--- src/rtl/pc_pkg.sv ---
// pc_pkg: shared definitions for the program-counter sequencer.
//   PC_W     - default PC / jump-target width
//   IDX_W    - default jump-table index width (table depth = 2**IDX_W)
//   RS_DEPTH - default return-stack depth
//   jt_entry_t - one jump-table entry at the default width
//   next_sel_t - source of the next PC value
package pc_pkg;

    localparam int PC_W     = 12;
    localparam int IDX_W    = 5;
    localparam int RS_DEPTH = 4;

    typedef struct packed {
        logic            rel;     // 1 = target is an offset from the current pc
        logic [PC_W-1:0] target;  // absolute address or two's-complement offset
    } jt_entry_t;

    typedef enum logic [1:0] {
        SEL_HOLD,  // keep the current pc
        SEL_RET,   // load the top of the return stack
        SEL_TGT,   // load the resolved jump-table target
        SEL_INC    // sequential pc + 1
    } next_sel_t;

endpackage

--- src/rtl/ret_stack.sv ---
// ret_stack: LIFO of return addresses for call/ret.
//   Clk, Reset_n - rising-edge clock, asynchronous active-low reset
//   push, data   - push data when not full; a push while full sets ovf
//   pop          - drop the top entry when not empty; a pop while empty sets unf
//   top          - current top-of-stack value (0 when empty)
//   depth        - occupancy, 0..RS
//   full, empty  - occupancy status
//   ovf, unf     - sticky overflow / underflow, cleared only by reset
// pop takes precedence if both strobes are raised together.
module ret_stack
    import pc_pkg::*;
#(
    parameter int RS = RS_DEPTH,
    parameter int D  = PC_W
) (
    input  logic                     Clk,
    input  logic                     Reset_n,
    input  logic                     push,
    input  logic                     pop,
    input  logic [D-1:0]             data,
    output logic [D-1:0]             top,
    output logic [$clog2(RS+1)-1:0]  depth,
    output logic                     full,
    output logic                     empty,
    output logic                     ovf,
    output logic                     unf
);

    localparam int DW = $clog2(RS+1);
    localparam int PW = (RS > 1) ? $clog2(RS) : 1;

    logic [D-1:0]  mem [RS];
    logic [DW-1:0] depth_q;
    logic [PW-1:0] wr_ptr;
    logic [PW-1:0] rd_ptr;

    assign full   = (depth_q == DW'(RS));
    assign empty  = (depth_q == '0);
    assign depth  = depth_q;
    assign wr_ptr = PW'(depth_q);
    assign rd_ptr = PW'(depth_q - DW'(1));
    assign top    = empty ? '0 : mem[rd_ptr];

    always_ff @(posedge Clk or negedge Reset_n) begin
        if (!Reset_n) begin
            depth_q <= '0;
            ovf     <= 1'b0;
            unf     <= 1'b0;
        end else if (pop) begin
            if (empty) unf     <= 1'b1;
            else       depth_q <= depth_q - DW'(1);
        end else if (push) begin
            if (full)  ovf     <= 1'b1;
            else       depth_q <= depth_q + DW'(1);
        end
    end

    // NOTE: the storage array has no reset; depth_q alone decides which
    // entries are valid, so stale contents are never observed.
    always_ff @(posedge Clk) begin
        if (push && !pop && !full) mem[wr_ptr] <= data;
    end

endmodule

--- src/rtl/pc_seq.sv ---
// pc_seq: program-counter sequencer with a writable jump-target table,
// call/return stack, stall and sticky halt.
//   Clk, Reset_n        - rising-edge clock, asynchronous active-low reset
//   stall               - hold pc and stack this cycle
//   halt_req            - stop sequencing; halted stays set until reset
//   jump, call, ret     - control strobes (ret > call > jump)
//   addr                - table index for jump/call
//   wr_en, wr_addr,
//   wr_target, wr_rel   - table write port (always accepted)
//   pc                  - current program counter (registered)
//   halted              - halt latched
//   rs_depth            - return-stack occupancy
//   rs_ovf, rs_unf      - sticky stack overflow / underflow
module pc_seq
    import pc_pkg::*;
#(
    parameter int D  = PC_W,
    parameter int A  = IDX_W,
    parameter int RS = RS_DEPTH
) (
    input  logic                     Clk,
    input  logic                     Reset_n,
    input  logic                     stall,
    input  logic                     halt_req,
    input  logic                     jump,
    input  logic                     call,
    input  logic                     ret,
    input  logic [A-1:0]             addr,
    input  logic                     wr_en,
    input  logic [A-1:0]             wr_addr,
    input  logic [D-1:0]             wr_target,
    input  logic                     wr_rel,
    output logic [D-1:0]             pc,
    output logic                     halted,
    output logic [$clog2(RS+1)-1:0]  rs_depth,
    output logic                     rs_ovf,
    output logic                     rs_unf
);

    // Same layout as jt_entry_t, but sized by this instance's D.
    typedef struct packed {
        logic         rel;
        logic [D-1:0] target;
    } entry_t;

    localparam int DEPTH = 2**A;

    entry_t       table_q [DEPTH];
    entry_t       entry;
    logic [D-1:0] pc_q;
    logic [D-1:0] pc_inc;
    logic [D-1:0] tgt;
    logic [D-1:0] pc_next;
    logic         halted_q;
    next_sel_t    sel;

    logic         rs_push;
    logic         rs_pop;
    logic [D-1:0] rs_top;
    logic         rs_full;
    logic         rs_empty;
    logic         unused_rs_full;

    // The stack flags overflow itself, so full is not needed here.
    assign unused_rs_full = rs_full;

    // Lookup reads the registered table, so a same-cycle write is not seen.
    assign entry  = table_q[addr];
    assign pc_inc = pc_q + D'(1);
    assign tgt    = entry.rel ? (pc_q + entry.target) : entry.target;

    // Priority decode: halt > stall > ret > call > jump > increment.
    always_comb begin
        // NOTE: every output of this block gets a default first, so no path
        // through the if-chain can leave a latch behind.
        sel     = SEL_INC;
        rs_push = 1'b0;
        rs_pop  = 1'b0;
        if (halted_q || halt_req) begin
            sel = SEL_HOLD;
        end else if (stall) begin
            sel = SEL_HOLD;
        end else if (ret) begin
            rs_pop = 1'b1;
            sel    = rs_empty ? SEL_INC : SEL_RET;
        end else if (call) begin
            rs_push = 1'b1;  // overflowing call still jumps
            sel     = SEL_TGT;
        end else if (jump) begin
            sel = SEL_TGT;
        end
    end

    always_comb begin
        pc_next = pc_inc;
        case (sel)
            SEL_HOLD: pc_next = pc_q;
            SEL_RET:  pc_next = rs_top;
            SEL_TGT:  pc_next = tgt;
            SEL_INC:  pc_next = pc_inc;
            default:  pc_next = pc_inc;
        endcase
    end

    // NOTE: state registers use non-blocking assignments so every flop
    // samples pre-edge values regardless of block ordering.
    always_ff @(posedge Clk or negedge Reset_n) begin
        if (!Reset_n) begin
            pc_q     <= '0;
            halted_q <= 1'b0;
        end else begin
            pc_q     <= pc_next;
            halted_q <= halted_q | halt_req;
        end
    end

    // Table contents must read as {abs, 0} after reset, so it is built from
    // resettable flops rather than an inferred RAM.
    always_ff @(posedge Clk or negedge Reset_n) begin
        if (!Reset_n) begin
            for (int i = 0; i < DEPTH; i++) table_q[i] <= '0;
        end else if (wr_en) begin
            table_q[wr_addr] <= '{rel: wr_rel, target: wr_target};
        end
    end

    ret_stack #(.RS(RS), .D(D)) u_stack (
        .Clk     (Clk),
        .Reset_n (Reset_n),
        .push    (rs_push),
        .pop     (rs_pop),
        .data    (pc_inc),
        .top     (rs_top),
        .depth   (rs_depth),
        .full    (rs_full),
        .empty   (rs_empty),
        .ovf     (rs_ovf),
        .unf     (rs_unf)
    );

    assign pc     = pc_q;
    assign halted = halted_q;

endmodule

--- config.mk ---
export PLATFORM = sky130hd
export DESIGN_NAME = pc_seq
export DESIGN_NICKNAME = d
export VERILOG_FILES = /design/src/rtl/pc_pkg.sv /design/src/rtl/ret_stack.sv /design/src/rtl/pc_seq.sv
export SDC_FILE = /design/constraint.sdc
export NUM_CORES = 1
export LEC_CHECK = 0
export ABC_AREA = 1
export ABC_CLOCK_PERIOD_IN_PS = 2400
export CORE_MARGIN = 5
export CORE_UTILIZATION = 55
export CTS_CLUSTER_DIAMETER = 40
export DETAILED_ROUTE_END_ITERATION = 16
export GPL_ROUTABILITY_DRIVEN = 0
export PLACE_DENSITY = 0.75
export SYNTH_ARGS = -nofsm -noshare
export SYNTH_HDL_FRONTEND = slang
export SYNTH_SLANG_ARGS = --single-unit
--- constraint.sdc ---
create_clock -name Clk -period 2.4 [get_ports Clk]
set_clock_uncertainty 0.2 [all_clocks]
set_input_delay 0.48 -clock Clk [delete_from_list [all_inputs] [get_ports Clk]]
set_output_delay 0.48 -clock Clk [all_outputs]
set_load 0.03 [all_outputs]
Word-level counts from Yosys, hierarchy flattened

Memories as Yosys holds them, arrays and structs flattened.
Index checks and enable logic that the tools add are counted.
W data, S select, Z words.

Register bits: 434
Memory bits (writable): 48
Bits of input ports: 31
Logic and storage cells: 127
Memories kept: 1

$add $sub $neg: 4
Order comparisons: 3
Eq/ne operators: 6
Muxes and demuxes: 28
Bitwise logic cells: 4
Reduce and logical (&&, ||, !) cells: 12

Memories:

| memory      | words | width | read ports | clocked after memory_dff | wr ports | RTL line        | RTL |
|---|---|---|---|---|---|---|---|
| u_stack.mem | 4     | 12    | 1          | 0                        | 1        | ret_stack.sv:32 | `logic [D-1:0] mem [RS];` |

Operator list:

| kind                    | number |
|---|---|
| $bwmux W416             | 1 |
| $bmux W13 S5            | 1 |
| $demux W13 S5           | 1 |
| $mux W13                | 3 |
| $pmux W12 S3            | 1 |
| $mux W12                | 2 |
| $add A12 B1 Y12 const B | 1 |
| $add A12 B12 Y12        | 1 |
| $ge A6 B6 Y1 const B    | 2 |
| $mux W3                 | 4 |
| $not A5 Y6              | 2 |
| $mux W1                 | 11 |
| $mux W2                 | 4 |
| $lt A6 B1 Y1 const B    | 1 |
| $reduce_and A3 Y1       | 2 |
| $eq A2 B2 Y1 const B    | 2 |
| $add A3 B1 Y3 const B   | 1 |
| $eq A3 B3 Y1 const B    | 1 |
| $logic_and A1 B1 Y1     | 3 |
| $logic_not A3 Y1        | 1 |
| $sub A3 B1 Y3 const B   | 1 |
| $eq A2 B1 Y1 const B    | 1 |
| $logic_not A1 Y1        | 2 |
| $logic_not A2 Y1        | 1 |
| 7 further kinds         | 7 |

Logic depth before layout (Yosys ltp)

Gate-level depths: netlist of run 1.

Depth after elaboration: 8
Depth in mapped cells: 23
Mapped depth without buffers: 21

Hierarchy

From an unflattened synthesis of run 1, not the netlist that was laid out.

Cell total of the unflattened synthesis: 2858
Area, all modules: 22922.0 µm²

By module, submodules not included:

| module    | times used | cells each | area an instance (µm²) |
|---|---|---|---|
| pc_seq    | 1          | 2650       | 20593.5 |
| ret_stack | 1          | 208        | 2328.5 |

Worst setup path after synthesis of run 1

OpenSTA, ideal clock, no wires.

Path type: in2reg
From: input port addr[2]
To: register pc_q[8], in the netlist pc[8]
Library setup time: 121 ps
Arrival: 2741 ps
Path slack: -662 ps
Cell stages on the path: 21
Path buffers: 3
Cell sequence: buf_2 > buf_2 > buf_1 > nand3_1 > nand2_1 > nand2_1 > nand3_1 > nand2_1 > inv_1 > ha_1 > inv_1 > fa_1 > inv_1 > nand3_1 > nand2_1 > nand3_1 > nand2_1 > xor2_1 > nand2_1 > nand3_1 > a21oi_1

Cells in the longest elaborated chain, start to end: 7

Ends and longest elaborated chain:

| element                                         | RTL line      | RTL |
|---|---|---|
| start: declaration                              | pc_seq.sv:28  | `input logic [A-1:0] addr,` |
| $not A5 Y6 (not written as such) (*)            | pc_seq.sv:68  | `assign entry = table_q[addr];` |
| $bmux W13 S5 (*)                                | pc_seq.sv:68  |  |
| $mux W13 (not written as such) (*) (2 in a row) | pc_seq.sv:68  |  |
| $add A12 B12 Y12                                | pc_seq.sv:70  | `assign tgt = entry.rel ? (pc_q + entry.target) : entry.target;` |
| $mux W12 (*)                                    | pc_seq.sv:70  |  |
| $pmux W12 S3 (*)                                | pc_seq.sv:96  | `case (sel)` |
| end signal: assignment                          | pc_seq.sv:112 | `pc_q <= pc_next;` |
| end: declaration                                | pc_seq.sv:50  | `logic [D-1:0] pc_q;` |

Mark *: on every way between the ends. The rest lies on a longest branch, timed or not. The select of a mux whose other input is x is not followed.
A chain may end at the register's enable or synchronous reset.

Worst setup path after layout of run 1

From: input port addr[0]
To: register pc_q[6], in the netlist pc[6]

Same word-level chain as after synthesis.

==> results.ini, run 1 <==
[die]
core_sq_um = 40800
start_util_pct = 55.6
rows = 74
die_h_um = 213
die_w_um = 213
io_pins = 49
design.die.area_sq_um = 45500

[clocking]
cts_tree = done
clkTransAtPathRegs_ns = 0.05
root_buffer = clkbuf_16
cts_sinks = 482
htreeDepth = 3
clockBufferDepth = 3
clock_latency_ns = 0.60
cts_buffers = 72

[routing]
via_per_inst = 6.21
avgRoutedWirePerCell_um = 21.5
first_pass_iters = 7
drt-initial-drc-count = 3308
drc = 0
vias = 22376
ant_nets = 0
drt_wl_total_mm = 77.7

[placed_design]
port-buffer-count = 48
placed_cells = 3389
dp_hpwl_mm = 42.6

[critical_path]
critPathCaptureType = register
critPathArrivalTime_ns = 3.06
critPathMaxFanout = 7
crit_type = in2reg
cp.required_ns = 2.72
cp-start-kind = primary input

[timing]
post-route-min-period_ns = 2.74
tightest_slew_ns = 0.511
rsz0062_at_grt = true
relSlewSlack_pct = 65.8
drv_slew = 0
setup_viol = 11
finalCritPeriodShare_pct = 114
clock.fmax_mhz = 365
hold_viol = 0
worst_slack_ns = -0.343

[synthesis]
netlist_area_sq_um = 22700
avgSynthCellArea_sq_um = 8.07
synth_area_leaders = dfrtp_1 48%, nand2_1 16%, nand3_1 8.0%
synth_cells = 2816
ys_top_cells_by_count = 990 x nand2_1, 434 x dfrtp_1, 361 x nand3_1
synth-edff-count = 48
yosysWarnings = 0
netlist.area_leader.share_pct = 47.8
ys_seq_area_share_pct = 54.2
yosysTopAreaCell = dfrtp_1
synth-seq-cells = 482
synth_ff_type = dfrtp_1
yosysMostFrequentCell = nand2_1
ys_types = 39
async_reset_ff_share_pct = 90.0
synth_nets = 2866

[pwr]
power.total_w = 0.0267
combPwrFrac_pct = 19.3
pwr-share-clk_pct = 41.1
power_leakage_nw = 13.9
sw_frac_of_total_pct = 30.4
power_density_nw_per_um2 = 888
p_seq_share_pct = 39.7
internal-power_w = 0.0186
p_sw_w = 0.00813
peakVddDrop_uv = 733

[cells_and_area]
area_growth_pct = 32.5
antenna_cells = 0
nets = 3065
fin_util_pct = 73.7
fin_cells = 3605
drive_gt1_share_pct = 22.9

[global_routing]
globalRouteTotalUtil_pct = 32.1
grt_overflow_total = 0
grt_pass1_wl_mm = 116
grt_max_degree = 92
antenna_found_initial = 0
grt_pass1_vias = 21373

[job]
maxCapViolations = 0

[status]
status = finished with violations
violations = setup timing

[hold_path]
min_path_type = in2async

-- through the flow --
stage	hold WS [ns]	cell area (sq um)	setup WS, ns	setup TNS (ns)
finish	0.150	30100	-0.343	-2.69
global route	0.171	30100	-0.455	-3.52
CTS	0.136	29000	-0.191	-0.833
detailed placement	0.162	25400	-1.00	-8.76
global placement	0.163	25400	-0.951	-7.93
floorplan	-0.0156	23100	-0.419	-2.63
-- worst max-delay path, cell delays in order --
cell	delay (ns)
buf_16	0.13
buf_16	0.17
buf_12	0.16
buf_12	0.12
nand2_2	0.05
nand3_2	0.06
nand3_1	0.10
nand2_2	0.10
nand2_2	0.06
nand3_2	0.07
nand2_2	0.07
inv_2	0.07
ha_4	0.13
inv_2	0.05
fa_2	0.36
inv_2	0.09
nand3_4	0.07
nand2_4	0.10
a21oi_4	0.06
xor2_1	0.17
nand2_1	0.10
nand3_2	0.10
a21oi_2	0.17
-- cell families after synthesis --
group                    synth area share, %
AND/OR/NAND/NOR                         27.5
AO/OA/AOI/OAI                           11.3
flip-flops                              54.2
buffers and inverters                   5.32
adder cells (fa/ha/maj)                 1.08
XOR/XNOR                               0.655
-- repair_timing --
| action | in CTS | in global routing |
|---|---|---|
| gates resized for setup | 144 | 212 |
| gates cloned | 8 | 4 |
| endpoints found under the hold margin | 429 | 0 |
| endpoints found under the setup margin | 25 | 13 |
| hold buffers | 1 | 0 |
| buffers inserted | 48 | 27 |
| pin swaps | 46 | 112 |
-- power groups by stage --
stage                     combinational [W]  sequential [W]  clock [W]
final                               0.00515          0.0106     0.0110
after global routing                0.00563          0.0107     0.0114
after CTS                           0.00449          0.0105     0.0110
after detailed placement            0.00410          0.0106          0
after global placement              0.00393          0.0105          0
after floorplan                     0.00267          0.0104          0
-- per-layer routing --
metal	GRT usage [%]	share of wire [%]	up-vias
met2	51.0	47	1523
met5	0	0	-
met4	17.5	6.7	0
met1	42.1	36	10781
li1	-	-	9670
met3	5.73	9.8	402
-- state kept, by name, summed over array words and instances, names as in the netlist --
register and count:
table_q 416, u_stack.ovf 1, pc 12, halted 1, u_stack.unf 1, u_stack.mem 48
u_stack.depth 3
-- final timing paths --
| kind | from | end | slack (ns) | depth (start not counted) |
|---|---|---|---|---|
| max in group asynchronous | Reset_n | table_q[58]$_DFFE_PN0P_ | 1.05 | 3 |
| setup reg to reg | table_q[299]$_DFFE_PN0P_ | pc[6]$_DFFE_PN0P_ | -0.33 | 19 |
| hold reg to reg | u_stack.ovf$_DFFE_PN0P_ | u_stack.ovf$_DFFE_PN0P_ | 0.25 | 1 |
| min in group Clk | u_stack.ovf$_DFFE_PN0P_ | u_stack.ovf$_DFFE_PN0P_ | 0.25 | 1 |
| setup / recovery | addr[0] | pc[6]$_DFFE_PN0P_ | -0.34 | 23 |
| hold / removal | Reset_n | table_q[324]$_DFFE_PN0P_ | 0.15 | 2 |
-- cells in the final DEF (no fill, tap or decap), drive strengths merged, types with 18 or more instances in the layout --
master | synthesis | layout
nand2 | 998 | 998
dfrtp | 434 | 434
o21ai | 384 | 384
nand3 | 361 | 361
buf | 83 | 274
nor2 | 123 | 123
inv | 91 | 104
a21oi | 92 | 92
clkbuf | 118 | 91
edfxtp | 48 | 48
clkdlybuf4s50 | 0 | 27
clkinv | 1 | 20
ha | 18 | 18
-- final cells by class --
class | instances | area, sq um
clock buffers | 86 | 1960
clock inverters | 46 | 576
fillers | 2613 | 10700
inverters | 92 | 382
multi-input cells | 2041 | 10400
flip-flops and latches | 482 | 12300
well taps | 532 | 666
repair buffers | 326 | 3820
(Power assumes the default switching activity.)
==> run 2, diff against run 1 <==
Settings changed: HOLD_SLACK_MARGIN set to 0.12.
==> results of run 2 <==
Same layout as run 1: the final DEF is identical, and so are final timing and power.
